### config.mk
export PLATFORM = sky130hd
export DESIGN_NAME = cpu_ctrl
export DESIGN_NICKNAME = d
export VERILOG_FILES = /design/src/rtl/cpu_ctrl.sv
export SDC_FILE = /design/constraint.sdc
export NUM_CORES = 1
export LEC_CHECK = 0
export ABC_CLOCK_PERIOD_IN_PS = 5200
export BUFFER_PORTS_ARGS = -buffer_cell sky130_fd_sc_hd__buf_4
export CELL_PAD_IN_SITES_DETAIL_PLACEMENT = 0
export CELL_PAD_IN_SITES_GLOBAL_PLACEMENT = 1
export CORE_MARGIN = 2
export CORE_UTILIZATION = 40
export DETAILED_ROUTE_END_ITERATION = 16
export PLACE_DENSITY = 0.91
export SYNTH_ARGS = -nofsm -noshare
export SYNTH_HDL_FRONTEND = slang
export SYNTH_SLANG_ARGS = --single-unit
### constraint.sdc
create_clock -name clk -period 5.2 [get_ports clk]
set_input_delay 0.52 -clock clk [delete_from_list [all_inputs] [get_ports clk]]
set_output_delay 0.52 -clock clk [all_outputs]
set_load 0.03 [all_outputs]
### src/rtl/cpu_ctrl.sv
// Multi-cycle sequencing controller for the 16-bit accumulator/stack datapath.
// Holds the instruction register, decodes it into per-cycle datapath strobes, counts retirements.
module cpu_ctrl (
  input  logic        clk,
  input  logic        reset,
  input  logic [15:0] instr,
  input  logic        ivalid,
  input  logic        go,
  output logic [15:0] isr,
  output logic        regw,
  output logic        memw,
  output logic [1:0]  memin,
  output logic        sflag,
  output logic [1:0]  spi,
  output logic        spld,
  output logic        pcin,
  output logic        pci,
  output logic        pcld,
  output logic        halted,
  output logic [15:0] icount
);

  localparam logic [2:0] StFetch = 3'd0;
  localparam logic [2:0] StExec  = 3'd1;
  localparam logic [2:0] StCall2 = 3'd2;
  localparam logic [2:0] StRet2  = 3'd3;
  localparam logic [2:0] StRet3  = 3'd4;
  localparam logic [2:0] StHalt  = 3'd5;

  localparam logic [1:0] SpHold = 2'd0;
  localparam logic [1:0] SpInc  = 2'd1;
  localparam logic [1:0] SpDec  = 2'd2;

  logic [2:0]  state_q, state_d;
  logic [15:0] isr_q, isr_d;
  logic [15:0] icount_q, icount_d;
  logic        retire;

  logic [3:0] op;
  logic       is_br, is_push, is_call, is_misc, is_ret, is_halt;

  assign op      = isr_q[15:12];
  // Ops 0000-1000 are all branches; the datapath evaluates the condition itself.
  assign is_br   = ~op[3] | (op == 4'b1000);
  assign is_push = (op == 4'b1001);
  assign is_call = (op == 4'b1010);
  assign is_misc = (op == 4'b1011);
  assign is_ret  = is_misc & (isr_q[1:0] == 2'b00);
  assign is_halt = is_misc & (isr_q[1:0] == 2'b10);

  always_comb begin
    state_d = state_q;
    isr_d   = isr_q;
    retire  = 1'b0;
    regw    = 1'b0;
    memw    = 1'b0;
    memin   = 2'd0;
    sflag   = 1'b0;
    spi     = SpHold;
    spld    = 1'b0;
    pcin    = 1'b0;
    pci     = 1'b0;
    pcld    = 1'b0;

    unique case (state_q)
      StFetch: begin
        if (ivalid) begin
          isr_d   = instr;
          state_d = StExec;
        end
      end
      StExec: begin
        state_d = StFetch;
        if (is_br) begin
          pcin   = 1'b1;
          pci    = 1'b1;
          pcld   = 1'b1;
          retire = 1'b1;
        end else if (is_push) begin
          memw   = 1'b1;
          memin  = 2'd0;
          spi    = SpDec;
          spld   = 1'b1;
          pcin   = 1'b1;
          pcld   = 1'b1;
          retire = 1'b1;
        end else if (is_call) begin
          // Push the return address; the PC moves in CALL2.
          memw    = 1'b1;
          memin   = 2'd1;
          spi     = SpDec;
          spld    = 1'b1;
          state_d = StCall2;
        end else if (is_ret) begin
          spi     = SpInc;
          spld    = 1'b1;
          state_d = StRet2;
        end else if (is_misc) begin
          // HALT and NOP both advance the PC before finishing.
          pcin   = 1'b1;
          pcld   = 1'b1;
          retire = 1'b1;
          if (is_halt) state_d = StHalt;
        end else begin
          regw   = 1'b1;
          sflag  = 1'b1;
          pcin   = 1'b1;
          pcld   = 1'b1;
          retire = 1'b1;
        end
      end
      StCall2: begin
        pcin    = 1'b1;
        pci     = 1'b1;
        pcld    = 1'b1;
        retire  = 1'b1;
        state_d = StFetch;
      end
      StRet2: begin
        pcld    = 1'b1;
        state_d = StRet3;
      end
      StRet3: begin
        // Stacked value is the CALL's own address; step past it.
        pcin    = 1'b1;
        pcld    = 1'b1;
        retire  = 1'b1;
        state_d = StFetch;
      end
      StHalt: begin
        if (go) state_d = StFetch;
      end
      default: state_d = StFetch;
    endcase

    icount_d = retire ? icount_q + 16'd1 : icount_q;
  end

  always_ff @(posedge clk or posedge reset) begin
    if (reset) begin
      state_q  <= StFetch;
      isr_q    <= 16'd0;
      icount_q <= 16'd0;
    end else begin
      state_q  <= state_d;
      isr_q    <= isr_d;
      icount_q <= icount_d;
    end
  end

  assign isr    = isr_q;
  assign icount = icount_q;
  assign halted = (state_q == StHalt);

endmodule

==> impl_metrics.env, run 1 <==
export IMPL_antenna_found_initial=0
export IMPL_gp_congestion=0.756
export IMPL_cts_buffer_depth=2
export IMPL_drc=0
export IMPL_netlist_instances=138
export IMPL_drive_gt1_share_pct=47.3
export IMPL_finalSetupViolations=0
export IMPL_hpwl_um=2500
export IMPL_cp_endpoint="spld"
export IMPL_holdWs_ps=333
export IMPL_async_flop_share_pct=100
export IMPL_initial_core_util_pct=41.7
export IMPL_slew_limit_headroom_pct=30.9
export IMPL_hp_class="in2async"
export IMPL_htreeDepth=2
export IMPL_reg2reg_depth=2
export IMPL_grt_pass1_wl_um=5350
export IMPL_dpl_cell_area_um2=2150
export IMPL_yosysSeqAreaShare_pct=52.2
export IMPL_p_per_area_nw_per_um2=471
export IMPL_regArea_um2=876
export IMPL_cts_resized_gates=0
export IMPL_finalCritPeriodShare_pct=49.3
export IMPL_cp_max_fo=12
export IMPL_clk_insertion_delay_late_ps=280
export IMPL_required_ps=4680
export IMPL_worstPathArrival_ps=2040
export IMPL_r2r_end="isr[15]"
export IMPL_critPathKind="reg2out"
export IMPL_postLayoutCellArea_um2=2240
export IMPL_final_util_pct=55.6
export IMPL_clkTransAtPathRegs_ps=70
export IMPL_synth_cell_types=38
export IMPL_leakage_nw=1.07
export IMPL_cts_root_buf="clkbuf_8"
export IMPL_cts_made_buffers=5
export IMPL_tritoncts="done"
export IMPL_wire_per_inst_um=13.1
export IMPL_dr_pass1_iters=5
export IMPL_cap_violations=0
export IMPL_synth_ff_type="dfrtp_1"
export IMPL_synth_edf_count=0
export IMPL_clock_skew_ps=5.68
export IMPL_n_antenna_cell=0
export IMPL_setup_tns_ps=0
export IMPL_multi_input_area_um2=727
export IMPL_die_x_um=68.8
export IMPL_report_final_slew_viol_count=0
export IMPL_routed_wl_um=3290
export IMPL_regToRegSetupSlack_ps=3200
export IMPL_vias=1237
export IMPL_rows=23
export IMPL_fill_cells=352
export IMPL_postCtsSetupRepairBufs=0
export IMPL_avgSynthCellArea_um2=12.2
export IMPL_io_pins=64
export IMPL_final_net_count=221
export IMPL_finalCriticalPeriod_ps=2560
export IMPL_synth_area_leaders="dfrtp_1, mux2_2, xnor2_1, buf_4, nand4_1"
export IMPL_tightest_slew_ps=1030
export IMPL_yosysTopAreaCell="dfrtp_1"
export IMPL_port_buffers=62
export IMPL_rsz0062_at_grt="false"
export IMPL_first_global_vias=1164
export IMPL_ant_nets=0
export IMPL_hold_violations=0
export IMPL_core_um2=4030
export IMPL_r2r_start="state_q[2]"
export IMPL_status="finished clean"
export IMPL_syn_num_nets=159
export IMPL_syn_to_final_growth_pct=33.3
export IMPL_grtUsageTotal_pct=15.0
export IMPL_netlist_area_um2=1680
export IMPL_via_per_inst=4.93
export IMPL_ys_seq_elements=35
export IMPL_drt_iter0_markers=99
export IMPL_max_freq_mhz=390
export IMPL_vdd_drop_max_mv=0.305
export IMPL_netlist_area_leader_share_pct=52.2
export IMPL_cp_startpoint="state_q[0]"
export IMPL_grt_max_degree=36
export IMPL_yosysWarnings=0
export IMPL_setup_worst_path_end_class="primary output"
export IMPL_hold_buffers=0
export IMPL_die_area_um2=4730
export IMPL_die_h_um=68.8
export IMPL_start_kind="register"
export IMPL_overflow=0
export IMPL_cts_sinks=35
critical path: stages (launching register included):
cell       delay [ps]
dfrtp_1           570
nor3b_2           270
nand3b_1          140
nand4bb_1         250
nor3_1            250
or2_2             150
buf_4             140
through the flow:
step                instances  total power, W  worst slack, ps
floorplan                 138        0.000715             2550
global placement          243        0.000868             2980
detailed placement        243        0.000873             2930
CTS                       251         0.00107             2620
global route              251         0.00112             2480
finish                    251         0.00106             2640
placed cells by master (no fill, tap or decap), types with 4 or more instances in the layout:
| master | count |
|---|---|
| mux2_2 | 17 |
| nand2_1 | 6 |
| dfrtp_1 | 35 |
| buf_4 | 63 |
| nand4_1 | 6 |
| nand3_1 | 4 |
| xnor2_1 | 13 |
| clkbuf_8 | 5 |
| and4_1 | 4 |
| o21ai_0 | 4 |
| nor2_1 | 4 |
synthesized netlist by cell type, drive strengths merged, types with 2 or more instances:
cell / instances
or2: 2
a21oi: 4
or3b: 2
nand2: 6
dfrtp: 35
nor3: 2
buf: 8
nor2: 4
mux2: 17
and3: 3
xor2: 3
nand3: 4
o21ai: 5
inv: 3
nor4b: 2
nand2b: 2
and4: 4
xnor2: 13
nand4: 6
and2: 2
nor3b: 2
routing by layer:
layer / share of wire, % / track usage (%) / vias up
met5: 0 / 0 / -
met4: 0.82 / 5.15 / 0
met3: 4.3 / 2.92 / 2
met2: 51 / 24.5 / 26
met1: 44 / 20.0 / 601
li1: - / - / 608
flip-flops by register name, indices dropped and copies added (netlist names):
| register | flops |
|---|---|
| isr | 16 |
| icount | 16 |
| state_q | 3 |
cell type report:
type | count | area share (%)
sequential | 35 | 39.1
multi-input combinational | 92 | 32.5
timing repair buffer | 63 | 21.1
clock buffer | 5 | 3.07
tap | 50 | 2.79
clock inverter | 3 | 0.894
inverter | 3 | 0.503
worst min-delay path by stage:
stage / from / to / slack (ps) / cells past startpoint
CTS: reset / isr[7] / 350 / 3
global route: reset / isr[7] / 360 / 3
finish: reset / isr[7] / 330 / 3
detailed placement: icount[15] / icount[15] / 480 / 1
global placement: icount[15] / icount[15] / 460 / 1
floorplan: state_q[2] / state_q[0] / 620 / 3
logic make-up after synthesis:
family,after synthesis,synth area share (%)
AO/OA/AOI/OAI,13,4.92
XOR/XNOR,16,8.35
adder cells (fa/ha/maj),1,0.745
buffers and inverters,11,4.55
flip-flops,35,52.2
multiplexers,17,11.4
other,1,0.223
AND/OR/NAND/NOR,44,17.7
power breakdown:
| part | total, W | switching (W) | internal [W] |
|---|---|---|---|
| sequential | 0.000408 | 0.0000717 | 0.000337 |
| clock | 0.000191 | 0.0000975 | 0.0000931 |
| combinational | 0.000456 | 0.000262 | 0.000194 |
Power figures use the tool's default switching activity.
==> inputs of run 2 (changes only) <==
==> config.mk (replaced) <==
export PLATFORM = sky130hd
export DESIGN_NAME = cpu_ctrl
export DESIGN_NICKNAME = d
export VERILOG_FILES = /design/src/rtl/cpu_ctrl.sv
export SDC_FILE = /design/constraint.sdc
export NUM_CORES = 1
export LEC_CHECK = 0
export ABC_CLOCK_PERIOD_IN_PS = 2600
export BUFFER_PORTS_ARGS = -buffer_cell sky130_fd_sc_hd__buf_4
export CELL_PAD_IN_SITES_DETAIL_PLACEMENT = 0
export CELL_PAD_IN_SITES_GLOBAL_PLACEMENT = 1
export CORE_MARGIN = 2
export CORE_UTILIZATION = 37
export DETAILED_ROUTE_END_ITERATION = 16
export PLACE_DENSITY = 0.86
export SYNTH_ARGS = -nofsm -noshare
export SYNTH_HDL_FRONTEND = slang
export SYNTH_SLANG_ARGS = --single-unit
==> constraint.sdc (replaced) <==
create_clock -name clk -period 2.6 [get_ports clk]
set_input_delay 0.26 -clock clk [delete_from_list [all_inputs] [get_ports clk]]
set_output_delay 0.26 -clock clk [all_outputs]
set_load 0.03 [all_outputs]
==> impl_metrics.env, run 2 (synthesis gave the netlist of run 1 again) <==
export IMPL_setup_tns_ps=0
export IMPL_die_area_um2=5090
export IMPL_drt_iter0_markers=68
export IMPL_clock_skew_ps=4.62
export IMPL_vias=1248
export IMPL_final_common_cell="buf_4"
export IMPL_cp_max_fo=12
export IMPL_tritoncts="done"
export IMPL_regToRegSetupSlack_ps=630
export IMPL_wl_met2_um=1810
export IMPL_syn_to_final_growth_pct=36.7
export IMPL_placed_cells=246
export IMPL_sw_frac_of_total_pct=37.8
export IMPL_via_per_inst=4.91
export IMPL_drc=0
export IMPL_cts_resized_gates=0
export IMPL_routed_wl_um=3520
export IMPL_cp_startpoint="state_q[0]"
export IMPL_max_freq_mhz=433
export IMPL_grt_pass1_wl_um=5990
export IMPL_die_h_um=71.4
export IMPL_cts_buffer_depth=2
export IMPL_r2r_end="icount[1]"
export IMPL_cts_sinks=35
export IMPL_r2r_start="state_q[0]"
export IMPL_holdWs_ps=67.6
export IMPL_crit_family="simple AND/OR/NAND/NOR gates"
export IMPL_io_pins=64
export IMPL_critPathSlowestCell="dfrtp_1"
export IMPL_instances_no_fill=254
export IMPL_setup_worst_path_end_class="primary output"
export IMPL_gp_congestion=0.806
export IMPL_start_kind="register"
export IMPL_final_net_count=222
export IMPL_leakage_nw=1.10
export IMPL_path_cells="nor3b_2 > nand3b_1 > nand4bb_1 > nor3_1 > or2_2 > buf_4"
export IMPL_required_ps=2340
export IMPL_drive_gt1_share_pct=47.5
export IMPL_wire_per_inst_um=13.9
export IMPL_worstPathArrival_ps=2050
export IMPL_clkTransAtPathRegs_ps=80
export IMPL_critPathKind="reg2out"
export IMPL_final_cell_mix="buf_4, dfrtp_1, mux2_2"
export IMPL_finalCriticalPeriod_ps=2310
export IMPL_hpwl_um=2600
export IMPL_port_buffers=62
export IMPL_core_um2=4350
export IMPL_ant_nets=0
export IMPL_report_final_slew_viol_count=0
export IMPL_status="finished clean"
export IMPL_grtUsageTotal_pct=14.9
export IMPL_combPwrFrac_pct=39.5
export IMPL_wl_met1_um=1500
export IMPL_hp_class="in2async"
export IMPL_postCtsSetupRepairBufs=0
export IMPL_finalSetupViolations=0
export IMPL_cp_endpoint="spld"
export IMPL_reg2reg_depth=4
export IMPL_hold_violations=0
export IMPL_dr_pass1_iters=4
export IMPL_clockPowerShare_pct=25.3
export IMPL_cts_root_buf="clkbuf_8"
export IMPL_slowest_delay_ps=560
export IMPL_vdd_drop_max_mv=0.565
export IMPL_highest_layer="met4"
export IMPL_hold_buffers=0
export IMPL_htreeDepth=2
export IMPL_n_antenna_cell=0
export IMPL_power_frac_seq_pct=35.3
export IMPL_internal_power_w=0.00145
export IMPL_grt_max_degree=36
export IMPL_first_global_vias=1266
export IMPL_overflow=0
export IMPL_finalCritPeriodShare_pct=88.7
export IMPL_initial_core_util_pct=38.6
export IMPL_cts_made_buffers=5
export IMPL_rsz0062_at_grt="false"
export IMPL_path_buf_inv=1
export IMPL_final_util_pct=52.7
export IMPL_met3_length_um=147
export IMPL_antenna_found_initial=0
export IMPL_crit_cells=6
export IMPL_p_sw_w=0.000879
export IMPL_die_x_um=71.4
export IMPL_p_per_area_nw_per_um2=1010
export IMPL_clk_insertion_delay_late_ps=280
export IMPL_rows=24
export IMPL_cap_violations=0
run 2: cell count changes in the layout (fill, tap and decap cells not counted):
cell | before | now
clkinv_2 | 1 | 0
buf_4 | 63 | 64
bufinv_16 | 0 | 2
clkinvlp_4 | 2 | 1
run 2: area by class of cell:
cell class / instances / area (um2)
Sequential cell: 35 / 876
Clock buffer: 5 / 68.8
Tap cell: 52 / 65.1
Inverter: 3 / 11.3
Clock inverter: 3 / 67.6
Fill cell: 403 / 2060
Multi-Input combinational cell: 92 / 727
Timing Repair Buffer: 64 / 480
run 2: power groups by stage:
stage          combinational (W)  clock (W)  sequential, W
2_1_floorplan           0.000395          0        0.00103
3_3_place_gp            0.000918          0       0.000828
3_5_place_dp            0.000927          0       0.000831
4_1_cts                 0.000929   0.000604       0.000822
5_1_grt                 0.000980   0.000622       0.000846
6_report                0.000917   0.000588       0.000820
run 2: worst min path at each step:
stage            endpoint  slack [ps]  cells after the start
6_report       icount[12]          70                      3
3_5_place_dp      isr[10]         400                      3
4_1_cts           isr[10]          90                      3
2_1_floorplan   icount[0]         410                      1
5_1_grt           isr[10]         130                      3
3_3_place_gp      isr[10]         400                      3
run 2: metrics by stage:
| step | cell area [um2] | total power, W | setup slack [ps] |
|---|---|---|---|
| final | 2300 | 0.00233 | 293 |
| after global routing | 2300 | 0.00245 | 155 |
| after CTS | 2300 | 0.00235 | 277 |
| after detailed placement | 2160 | 0.00176 | 599 |
| after floorplan | 1680 | 0.00143 | 211 |
| after global placement | 2160 | 0.00175 | 665 |
run 2: metal layers:
metal,global-route usage (%),vias to the layer above
met5,0,-
met2,25.4,25
met1,18.0,610
li1,-,607
met4,5.66,0
met3,3.80,6
run 2: tightest hold or removal path, delay by kind of cell:
family,cells,cell delay [ps]
buf+inv,3,520
==> inputs of run 3 (changes only) <==
--- a/config.mk
+++ b/config.mk
@@ -13,6 +13,7 @@
 export CORE_UTILIZATION = 37
 export DETAILED_ROUTE_END_ITERATION = 16
 export PLACE_DENSITY = 0.86
+export RECOVER_POWER = 100
 export SYNTH_ARGS = -nofsm -noshare
 export SYNTH_HDL_FRONTEND = slang
 export SYNTH_SLANG_ARGS = --single-unit
==> impl_metrics.env, run 3 (synthesis gave the netlist of run 1 again) <==
export IMPL_drt_iter0_markers=90
export IMPL_instances_no_fill=254
export IMPL_grt_pass1_wl_um=5990
export IMPL_placed_cells=246
export IMPL_first_global_vias=1266
export IMPL_status="finished with violations"
export IMPL_violations="max-capacitance violations, max-slew violations"
export IMPL_port_buffers=62
export IMPL_clock_skew_ps=5.50
export IMPL_start_kind="register"
export IMPL_cts_buffer_depth=2
export IMPL_die_x_um=71.4
export IMPL_postCtsSetupRepairBufs=0
export IMPL_grtUsageTotal_pct=14.9
export IMPL_max_freq_mhz=427
export IMPL_io_pins=64
export IMPL_place_ws_ps=599
export IMPL_overflow=0
export IMPL_vdd_drop_max_mv=0.550
export IMPL_n_antenna_cell=0
export IMPL_required_ps=2340
export IMPL_finalCriticalPeriod_ps=2340
export IMPL_fill_cells=442
export IMPL_cts_sinks=35
export IMPL_setup_tns_ps=0
export IMPL_cts_root_buf="clkbuf_8"
export IMPL_syn_to_final_growth_pct=25.3
export IMPL_dr_pass1_iters=4
export IMPL_core_um2=4350
export IMPL_p_per_area_nw_per_um2=1030
export IMPL_die_h_um=71.4
export IMPL_htreeDepth=2
export IMPL_gp_congestion=0.806
export IMPL_critPathKind="reg2out"
export IMPL_die_area_um2=5090
export IMPL_multi_input_area_um2=699
export IMPL_rows=24
export IMPL_vias=1249
export IMPL_grt_max_degree=36
export IMPL_tritoncts="done"
export IMPL_cts_resized_gates=0
export IMPL_clk_insertion_delay_late_ps=280
export IMPL_tightest_slew_ps=1870
export IMPL_finalCritPeriodShare_pct=90.1
export IMPL_wire_per_inst_um=13.8
export IMPL_leakage_nw=0.917
export IMPL_antenna_found_initial=0
export IMPL_ant_nets=0
export IMPL_final_common_cell="clkbuf_1"
export IMPL_regArea_um2=876
export IMPL_final_net_count=222
export IMPL_setup_worst_path_end_class="primary output"
export IMPL_via_per_inst=4.92
export IMPL_final_cell_mix="clkbuf_1, dfrtp_1, buf_4"
export IMPL_hpwl_um=2600
export IMPL_cap_violations=1
export IMPL_hold_violations=0
export IMPL_drc=0
export IMPL_finalSetupViolations=0
export IMPL_hold_buffers=0
export IMPL_clkTransAtPathRegs_ps=80
export IMPL_cp_max_fo=12
export IMPL_initial_core_util_pct=38.6
export IMPL_hp_class="in2reg"
export IMPL_cts_made_buffers=5
export IMPL_slew_limit_headroom_pct=-24.8
export IMPL_rsz0062_at_grt="false"
export IMPL_drive_gt1_share_pct=23.8
export IMPL_worstPathArrival_ps=2080
export IMPL_routed_wl_um=3510
export IMPL_final_setup_worst_slack_ps=257
export IMPL_report_final_slew_viol_count=36
run 3: metrics by stage:
stage	util, %	instance area (um2)	hold slack, ps	power [W]
floorplan	-	1680	412	0.00143
global placement	49.6	2160	399	0.00175
detailed placement	49.6	2160	399	0.00176
CTS	52.7	2300	88.6	0.00235
global route	48.3	2100	200	0.00231
finish	48.3	2100	206	0.00218
run 3: cell type report:
cell class	instances	area share, %
repair buffers	64	15.0
clock inverters	3	3.21
flip-flops and latches	35	41.6
clock buffers	5	3.27
inverters	3	0.535
well taps	52	3.09
multi-input cells	92	33.2
run 3: critical path, cell delays in order (launching register included):
cell and delay (ps):
dfrtp_1 520, nor3b_1 280, nand3b_1 150, nand4bb_1 270
nor3_1 240, clkbuf_1 340
run 3: final timing paths:
check | from | to | slack (ps) | depth (start not counted)
worst max-delay path | state_q[0] | spi[0] | 260 | 5
worst min-delay path | instr[10] | isr[10] | 210 | 2
worst max register to register | state_q[0] | isr[9] | 540 | 3
worst min register to register | icount[15] | icount[15] | 470 | 1
max in group asynchronous | reset | isr[4] | 880 | 3
min in group asynchronous | reset | isr[10] | 640 | 3
run 3: report_power, final:
part           switching, W  total (W)  internal [W]  leakage [nW]
sequential         0.000139   0.000812      0.000673         0.440
clock              0.000203   0.000586      0.000383        0.0644
combinational      0.000524   0.000779      0.000255         0.413
total              0.000866    0.00218       0.00131         0.917
run 3: per-layer routing:
layer | share of wire [%] | track usage, %
met5 | 0 | 0
met4 | 1.3 | 5.66
met3 | 4.5 | 3.80
met2 | 52 | 25.4
met1 | 42 | 18.0
